`config.mk`:
```
export PLATFORM = sky130hd
export DESIGN_NAME = regfile_ctrl_flat
export DESIGN_NICKNAME = d
export VERILOG_FILES = /design/src/rtl/regfile_ctrl_pkg.sv /design/src/rtl/regfile_ctrl_if.sv /design/src/rtl/regfile_ctrl.sv /design/src/flat_wrapper.sv
export SDC_FILE = /design/constraint.sdc
export NUM_CORES = 1
export LEC_CHECK = 0
export BUFFER_PORTS_ARGS = -buffer_cell sky130_fd_sc_hd__buf_4
export CELL_PAD_IN_SITES_DETAIL_PLACEMENT = 0
export CELL_PAD_IN_SITES_GLOBAL_PLACEMENT = 2
export CORE_ASPECT_RATIO = 0.6
export CORE_UTILIZATION = 30
export CTS_CLUSTER_DIAMETER = 150
export DETAILED_ROUTE_END_ITERATION = 10
export PLACE_DENSITY_LB_ADDON = 0.1
export SLEW_MARGIN = 10
export SYNTH_ARGS = -nofsm -noshare
export SYNTH_HDL_FRONTEND = slang
export SYNTH_SLANG_ARGS = --single-unit
```
`constraint.sdc`:
```
create_clock -name clk -period 6.94 [get_ports clk]
set_clock_uncertainty 0.1 [all_clocks]
set_input_delay 1.041 -clock clk [delete_from_list [all_inputs] [get_ports clk]]
set_output_delay 1.041 -clock clk [all_outputs]
set_load 0.01 [all_outputs]
```
`src/rtl/regfile_ctrl_pkg.sv`:
```
// Shared definitions for the register-file initiator controller.
// REGFILE_CTRL_RMW_EN enables the read-add-write command (op 10).
package regfile_ctrl_pkg;

    localparam int DATA_W_DEF = 32;
    localparam int ADDR_W_DEF = 2;

    localparam logic [1:0] OP_READ  = 2'b00;
    localparam logic [1:0] OP_WRITE = 2'b01;
    localparam logic [1:0] OP_RMW   = 2'b10;
    localparam logic [1:0] OP_RSVD  = 2'b11;

    typedef enum logic [2:0] {
        ST_IDLE,
        ST_ISSUE,
        ST_CAPTURE,
        ST_WB,
        ST_RESP
    } state_t;

    function automatic logic op_legal(input logic [1:0] op);
`ifdef REGFILE_CTRL_RMW_EN
        return (op == OP_READ) || (op == OP_WRITE) || (op == OP_RMW);
`else
        return (op == OP_READ) || (op == OP_WRITE);
`endif
    endfunction

endpackage

```
`src/rtl/regfile_ctrl_if.sv`:
```
// Command and response channels between the operand logic and regfile_ctrl.
interface regfile_ctrl_if #(
    parameter int DATA_W = 32,
    parameter int ADDR_W = 2
) ();
    logic              cmd_valid;
    logic              cmd_ready;
    logic [1:0]        cmd_op;
    logic [ADDR_W-1:0] cmd_addr_a;
    logic [ADDR_W-1:0] cmd_addr_b;
    logic [DATA_W-1:0] cmd_data;
    logic              rsp_valid;
    logic              rsp_ready;
    logic [DATA_W-1:0] rsp_data_a;
    logic [DATA_W-1:0] rsp_data_b;
    logic              rsp_err;

    modport master (
        output cmd_valid, cmd_op, cmd_addr_a, cmd_addr_b, cmd_data, rsp_ready,
        input  cmd_ready, rsp_valid, rsp_data_a, rsp_data_b, rsp_err
    );

    modport slave (
        input  cmd_valid, cmd_op, cmd_addr_a, cmd_addr_b, cmd_data, rsp_ready,
        output cmd_ready, rsp_valid, rsp_data_a, rsp_data_b, rsp_err
    );
endinterface

```
`src/rtl/regfile_ctrl.sv`:
```
// Sequences one command at a time onto the register file ports and returns the result.
// Build with REGFILE_CTRL_RMW_EN to add the WB state and adder for op 10.
//
// state   | meaning
// IDLE    | waiting for a command, cmd_ready high
// ISSUE   | addresses (and write strobe for WRITE) presented to the file
// CAPTURE | file read data sampled into the response registers
// WB      | read-modify-write sum written back to addr_a
// RESP    | response held until rsp_ready
module regfile_ctrl
    import regfile_ctrl_pkg::*;
#(
    parameter int DATA_W = DATA_W_DEF,
    parameter int ADDR_W = ADDR_W_DEF
) (
    input  logic              clk,
    input  logic              rst,
    regfile_ctrl_if.slave     bus,
    output logic [ADDR_W-1:0] rf_address_a,
    output logic [ADDR_W-1:0] rf_address_b,
    output logic              rf_write_enable,
    output logic [DATA_W-1:0] rf_write_data,
    input  logic [DATA_W-1:0] rf_data_a,
    input  logic [DATA_W-1:0] rf_data_b
);

    state_t state, state_nx;

`ifdef REGFILE_CTRL_RMW_EN
    logic [1:0]        op_q;
    logic [DATA_W-1:0] addend_q;
`endif

    always_ff @(posedge clk or posedge rst) begin
        if (rst) state <= ST_IDLE;
        else     state <= state_nx;
    end

    always_comb begin
        state_nx = state;
        case (state)
            ST_IDLE:
                if (bus.cmd_valid)
                    state_nx = op_legal(bus.cmd_op) ? ST_ISSUE : ST_RESP;
            ST_ISSUE:
                state_nx = ST_CAPTURE;
`ifdef REGFILE_CTRL_RMW_EN
            ST_CAPTURE:
                state_nx = (op_q == OP_RMW) ? ST_WB : ST_RESP;
            ST_WB:
                state_nx = ST_RESP;
`else
            ST_CAPTURE:
                state_nx = ST_RESP;
`endif
            ST_RESP:
                if (bus.rsp_ready) state_nx = ST_IDLE;
            default:
                state_nx = ST_IDLE;
        endcase
    end

    assign bus.cmd_ready = (state == ST_IDLE);
    assign bus.rsp_valid = (state == ST_RESP);

    // Port registers only move for legal commands, so they hold their last value when idle.
    always_ff @(posedge clk or posedge rst) begin
        if (rst) begin
            rf_address_a    <= '0;
            rf_address_b    <= '0;
            rf_write_enable <= 1'b0;
            rf_write_data   <= '0;
            bus.rsp_data_a  <= '0;
            bus.rsp_data_b  <= '0;
            bus.rsp_err     <= 1'b0;
`ifdef REGFILE_CTRL_RMW_EN
            op_q            <= OP_READ;
            addend_q        <= '0;
`endif
        end else begin
            case (state)
                ST_IDLE:
                    if (bus.cmd_valid) begin
`ifdef REGFILE_CTRL_RMW_EN
                        op_q     <= bus.cmd_op;
                        addend_q <= bus.cmd_data;
`endif
                        if (op_legal(bus.cmd_op)) begin
                            rf_address_a    <= bus.cmd_addr_a;
                            rf_address_b    <= bus.cmd_addr_b;
                            rf_write_data   <= bus.cmd_data;
                            rf_write_enable <= (bus.cmd_op == OP_WRITE);
                            bus.rsp_err     <= 1'b0;
                        end else begin
                            bus.rsp_err    <= 1'b1;
                            bus.rsp_data_a <= '0;
                            bus.rsp_data_b <= '0;
                        end
                    end
                ST_ISSUE:
                    rf_write_enable <= 1'b0;
                ST_CAPTURE: begin
                    bus.rsp_data_a <= rf_data_a;
                    bus.rsp_data_b <= rf_data_b;
`ifdef REGFILE_CTRL_RMW_EN
                    if (op_q == OP_RMW) begin
                        rf_write_enable <= 1'b1;
                        rf_write_data   <= rf_data_a + addend_q;
                    end
`endif
                end
`ifdef REGFILE_CTRL_RMW_EN
                ST_WB: begin
                    rf_write_enable <= 1'b0;
                    bus.rsp_data_a  <= rf_write_data;
                end
`endif
                default: ;
            endcase
        end
    end

endmodule

```
`src/flat_wrapper.sv`:
```
// flat-port wrapper written by rule: the top's interface ports become plain ports
module regfile_ctrl_flat import regfile_ctrl_pkg::*;
#(
    parameter int DATA_W = DATA_W_DEF,
    parameter int ADDR_W = ADDR_W_DEF
)
  (clk, rst, rf_address_a, rf_address_b, rf_write_enable, rf_write_data, rf_data_a, rf_data_b, bus_cmd_valid, bus_cmd_op, bus_cmd_addr_a, bus_cmd_addr_b, bus_cmd_data, bus_rsp_ready, bus_cmd_ready, bus_rsp_valid, bus_rsp_data_a, bus_rsp_data_b, bus_rsp_err);
  regfile_ctrl_if #(.DATA_W(DATA_W), .ADDR_W(ADDR_W)) bus_i ();
  input  logic clk;
  input  logic rst;
  output logic [ADDR_W-1:0] rf_address_a;
  output logic [ADDR_W-1:0] rf_address_b;
  output logic rf_write_enable;
  output logic [DATA_W-1:0] rf_write_data;
  input  logic [DATA_W-1:0] rf_data_a;
  input  logic [DATA_W-1:0] rf_data_b;
  input wire logic [$bits(bus_i.cmd_valid)-1:0] bus_cmd_valid;
  input wire logic [$bits(bus_i.cmd_op)-1:0] bus_cmd_op;
  input wire logic [$bits(bus_i.cmd_addr_a)-1:0] bus_cmd_addr_a;
  input wire logic [$bits(bus_i.cmd_addr_b)-1:0] bus_cmd_addr_b;
  input wire logic [$bits(bus_i.cmd_data)-1:0] bus_cmd_data;
  input wire logic [$bits(bus_i.rsp_ready)-1:0] bus_rsp_ready;
  output wire logic [$bits(bus_i.cmd_ready)-1:0] bus_cmd_ready;
  output wire logic [$bits(bus_i.rsp_valid)-1:0] bus_rsp_valid;
  output wire logic [$bits(bus_i.rsp_data_a)-1:0] bus_rsp_data_a;
  output wire logic [$bits(bus_i.rsp_data_b)-1:0] bus_rsp_data_b;
  output wire logic [$bits(bus_i.rsp_err)-1:0] bus_rsp_err;
  assign bus_i.cmd_valid = bus_cmd_valid;
  assign bus_i.cmd_op = bus_cmd_op;
  assign bus_i.cmd_addr_a = bus_cmd_addr_a;
  assign bus_i.cmd_addr_b = bus_cmd_addr_b;
  assign bus_i.cmd_data = bus_cmd_data;
  assign bus_i.rsp_ready = bus_rsp_ready;
  assign bus_cmd_ready = bus_i.cmd_ready;
  assign bus_rsp_valid = bus_i.rsp_valid;
  assign bus_rsp_data_a = bus_i.rsp_data_a;
  assign bus_rsp_data_b = bus_i.rsp_data_b;
  assign bus_rsp_err = bus_i.rsp_err;
  regfile_ctrl #(.DATA_W(DATA_W), .ADDR_W(ADDR_W)) u_core (.clk(clk), .rst(rst), .bus(bus_i), .rf_address_a(rf_address_a), .rf_address_b(rf_address_b), .rf_write_enable(rf_write_enable), .rf_write_data(rf_write_data), .rf_data_a(rf_data_a), .rf_data_b(rf_data_b));
endmodule
```
* Yosys cells after proc, flatten, opt, wreduce, memory -nomap -nowiden *
Index checks and enable logic that the tools add are counted.

word-level totals
  register bits after elaboration = 105
  input bits = 106
  output and inout bits = 104
  logic and storage cells = 38

cells by class
  eq/ne operators = 8
  muxes and demuxes = 12
  reduce and logical (&&, ||, !) cells = 10

operator list
  operator                                                                 count
  32-bit case mux with 2 select lines                                      2
  32-bit 2-to-1 mux                                                        2
  3-bit case mux with 4 select lines                                       1
  3-bit 2-to-1 mux                                                         3
  3-bit AND reduction                                                      3
  2-bit inequality test, second input constant                             3
  2-bit AND reduction                                                      2
  2-bit nonzero test                                                       2
  3-bit by 1-bit == test with 1-bit output, second input constant          1
  3-bit by 2-bit == test with 1-bit output, second input constant          1
  3-bit == test, second input constant                                     1
  3-bit logical NOT                                                        1
  1-bit 2-to-1 mux                                                         3
  2-bit by 1-bit == test with 1-bit output, second input constant          1
  2-bit logical NOT                                                        1
  2-bit by 1-bit inequality test with 1-bit output, second input constant  1
  1-bit case mux with 2 select lines                                       1
  1-bit logical OR                                                         1

* Logic depth before layout (Yosys ltp) *
  word-level depth = 5
  depth in mapped cells = 5
  depth with buffers taken out = 3

* Least setup slack after synthesis *
OpenSTA, ideal clock, no wires.

  path kind = input -> register
  from = input port bus_cmd_valid
  to = register u_core.bus.rsp_data_a[0]
  arrival time = 1889 ps
  data required time = 6719 ps
  path slack = 4830 ps
  cell stages on the path = 5
  path buffers = 2
  path through = a21oi_1 or3_1 buf_2 buf_2 a22o_1

between the ends
  longest elaborated chain between the ends = 2

ends and longest elaborated chain
  what                             line                   RTL
  start: declaration               flat_wrapper.sv:17     input wire logic [$bits(bus_i.cmd_valid)-1:0] bus_cmd_valid;
  2-bit inequality test (no line)  --
  3-bit AND reduction (no line)    --
  end signal: assignment           regfile_ctrl.sv:103    bus.rsp_data_a <= rf_data_a;
  end: declaration                 regfile_ctrl_if.sv:25  output cmd_ready, rsp_valid, rsp_data_a, rsp_data_b, rsp_err

Every way passes these cells.
A chain may end at the register's enable or synchronous reset.

* Worst setup path in the final report *
  from = input port bus_cmd_op[1]
  to = register u_core.rf_address_b[0]

between the ends
  longest elaborated chain between the ends = 3
  elaborated cells on any way between the ends = 4

ends and longest elaborated chain
  what                                                                                  line                    RTL
  start: declaration                                                                    flat_wrapper.sv:18      input wire logic [$bits(bus_i.cmd_op)-1:0] bus_cmd_op;
  2-bit by 1-bit == test with 1-bit output / 2-bit logical NOT (equally long branches)  regfile_ctrl_pkg.sv:25  return (op == OP_READ) || (op == OP_WRITE);
  1-bit logical OR *                                                                    regfile_ctrl_pkg.sv:25
  3-bit AND reduction (no line) *                                                       --
  end signal: assignment                                                                regfile_ctrl.sv:90      rf_address_b <= bus.cmd_addr_b;
  end: declaration                                                                      regfile_ctrl.sv:20      output logic [ADDR_W-1:0] rf_address_b,

Mark *: on every way between the ends. The rest lies on a longest branch, timed or not.

==> out/metrics.yaml <==
status: "finished, final reports clean"
dp_slack_ns: 4.18
numCtsBuffers: 9
io_pins: 210
cts_setup_buffers: 0
hold_viol: 0
setup_slack_ns: 4.57
die_y_um: 89.6
path_clk_slew_ns: 0.07
area_growth_pct: 50.8
layout_commonest_cell: "buf_4"
final_cell_mix: "buf_4, dfrtp_1, a22o_1, mux2_2, mux2_4"
finalWirelength_um: 10100
antenna_left: 0
htreeDepth: 3
tns_ns: 0
power_density_nw_per_um2: 412
internal_power_uw: 1650
worstPathArrival_ns: 2.49
crit_type: "in2reg"
root_buffer: "clkbuf_16"
hold_slack_ns: 0.401
cts_buffer_depth: 2
drt_iter0_drc: 91
route.detailed.drc: 0
r2r_setup_slack_ns: 4.70
rsz0062_at_grt: "false"
port_buffers: 209
max_freq_ghz: 0.422
yosysWarnings: 0
num_vias: 2771
setup_viol: 0
syn_inst: 238
path_max_fanout: 39
ys_types: 19
start_kind: "input port"
irDropWorstVdd_mv: 0.164
viasPerCell: 4.54
n_antenna_cell: 0
grt_pass1_wl_um: 15200
dp_hpwl_um: 6700
drive_gt1_share_pct: 59.9
initial_core_util_pct: 31.3
power_frac_seq_pct: 42.0
drt-wirelength-per-cell_um: 16.6
period_minus_slack_ns: 2.37
swShare_pct: 31.0
ys_seq_area_share_pct: 68.4
die_x_um: 148
row_count: 31
cp_slowest_stage_delay_ns: 0.90
combPwrFrac_pct: 38.5
worst_pin_slew_ns: 1.01
cts_sinks: 105
power.switching_uw: 740
leakagePower_uw: 0.00297
syn_avg_cell_area_um2: 16.1
drv_cap: 0
core_area_um2: 12300
first_pass_iters: 4
final_nets: 549
gp_congestion: 0.731
final_core_util_pct: 47.2
end_kind: "register"
cts_tree: "done"
grt.total_usage_pct: 15.2
grt_max_degree: 66
ys_seq_elements: 105
max-slew-margin-rel_pct: 33.0
finalCritPeriodShare_pct: 34.1
p_clk_share_pct: 19.5
antenna_found_initial: 0
power_uw: 2390
hold_buffers: 0
cts_resized: 0
cp_slowest_cell: "and3b_2"
grt_pass1_vias: 2777
crit_chain: "buf_4 > and3b_2 > mux2_2"
synthesis.nets: 344
dieArea_um2: 13300
slew_violations: 0
hold_class: "reg2reg"
synth.cell_area_um2: 3840
grt_overflow: 0
clk_latency_ns: 0.33
cp.required_ns: 7.07
==> stage by stage <==
step           std cells  area (um2)
6_report             611        5790
5_1_grt              611        5790
2_1_floorplan        238        3840
3_5_place_dp         597        5530
4_1_cts              611        5790
3_3_place_gp         597        5530
==> cells by family (layout without fill, tap and decap cells) <==
| kind of cell | after synthesis | count (layout) | share of synthesized area (%) |
|---|---|---|---|
| compound gates | 67 | 67 | 15.0 |
| buf+inv | 20 | 228 | 3.19 |
| flops | 105 | 105 | 68.4 |
| mux | 37 | 37 | 11.8 |
| simple gates | 9 | 9 | 1.53 |
==> flip-flops by register name (all words and copies together), names as in the netlist <==
name / count
u_core.bus.rsp_data_a: 32
u_core.rf_address_a: 2
u_core.rf_write_enable: 1
u_core.bus.rsp_err: 1
u_core.rf_write_data: 32
u_core.rf_address_b: 2
u_core.bus.rsp_data_b: 32
u_core.state: 3
==> cell usage after synthesis (all sizes together) <==
cell    instances  area (um2)
nor2b           1        6.26
o21ai           1        5.00
nor3            1        10.0
buf            17         111
inv             2        7.51
and3b           1        10.0
or3             1        6.26
dfrtp         105        2630
mux2           37         454
nand2           1        3.75
clkbuf          1        3.75
a21oi           2        10.0
a22o           64         561
nor2            2        7.51
nor3b           2        15.0
==> power by group through the flow <==
stage | clock network [uW] | registers [uW] | logic [uW]
floorplan | 0 | 1120 | 309
CTS | 484 | 1000 | 937
global placement | 0 | 1010 | 927
detailed placement | 0 | 1010 | 937
global route | 505 | 1030 | 992
finish | 466 | 1000 | 918
==> final timing paths <==
kind / from / to / cells after the start
worst max-delay path: bus_cmd_op[1] / u_core.rf_address_b[0] / 3
worst min-delay path: u_core.bus.rsp_data_b[15] / u_core.bus.rsp_data_b[15] / 1
worst max register to register: u_core.state[0] / u_core.rf_address_b[0] / 3
worst min register to register: u_core.bus.rsp_data_b[15] / u_core.bus.rsp_data_b[15] / 1
max in group asynchronous: rst / u_core.state[0] / 3
min in group asynchronous: rst / u_core.bus.rsp_data_b[9] / 2
==> metal layers <==
metal | wire, um | global-route usage, % | part of all wire (%) | vias to the layer above
met5 | 0 | 0 | 0 | -
met4 | 82 | 3.94 | 0.81 | 0
met3 | 968 | 6.87 | 9.6 | 9
met2 | 4580 | 22.1 | 45 | 114
met1 | 4490 | 20.4 | 44 | 1359
li1 | - | - | - | 1289
==> final cells by class <==
class	count	area (um2)
repair buffers	212	1590
clock buffers	10	229
inverters	2	10.0
fillers	1120	6470
clock inverters	4	31.3
flip-flops and latches	105	2630
multi-input cells	113	1090
well taps	165	206
==> critical path, delay by kind of cell <==
kind | cells | cell delay [ns]
buf+inv | 1 | 0.11
simple gates | 1 | 0.90
mux | 1 | 0.42
(Power assumes the default switching activity.)
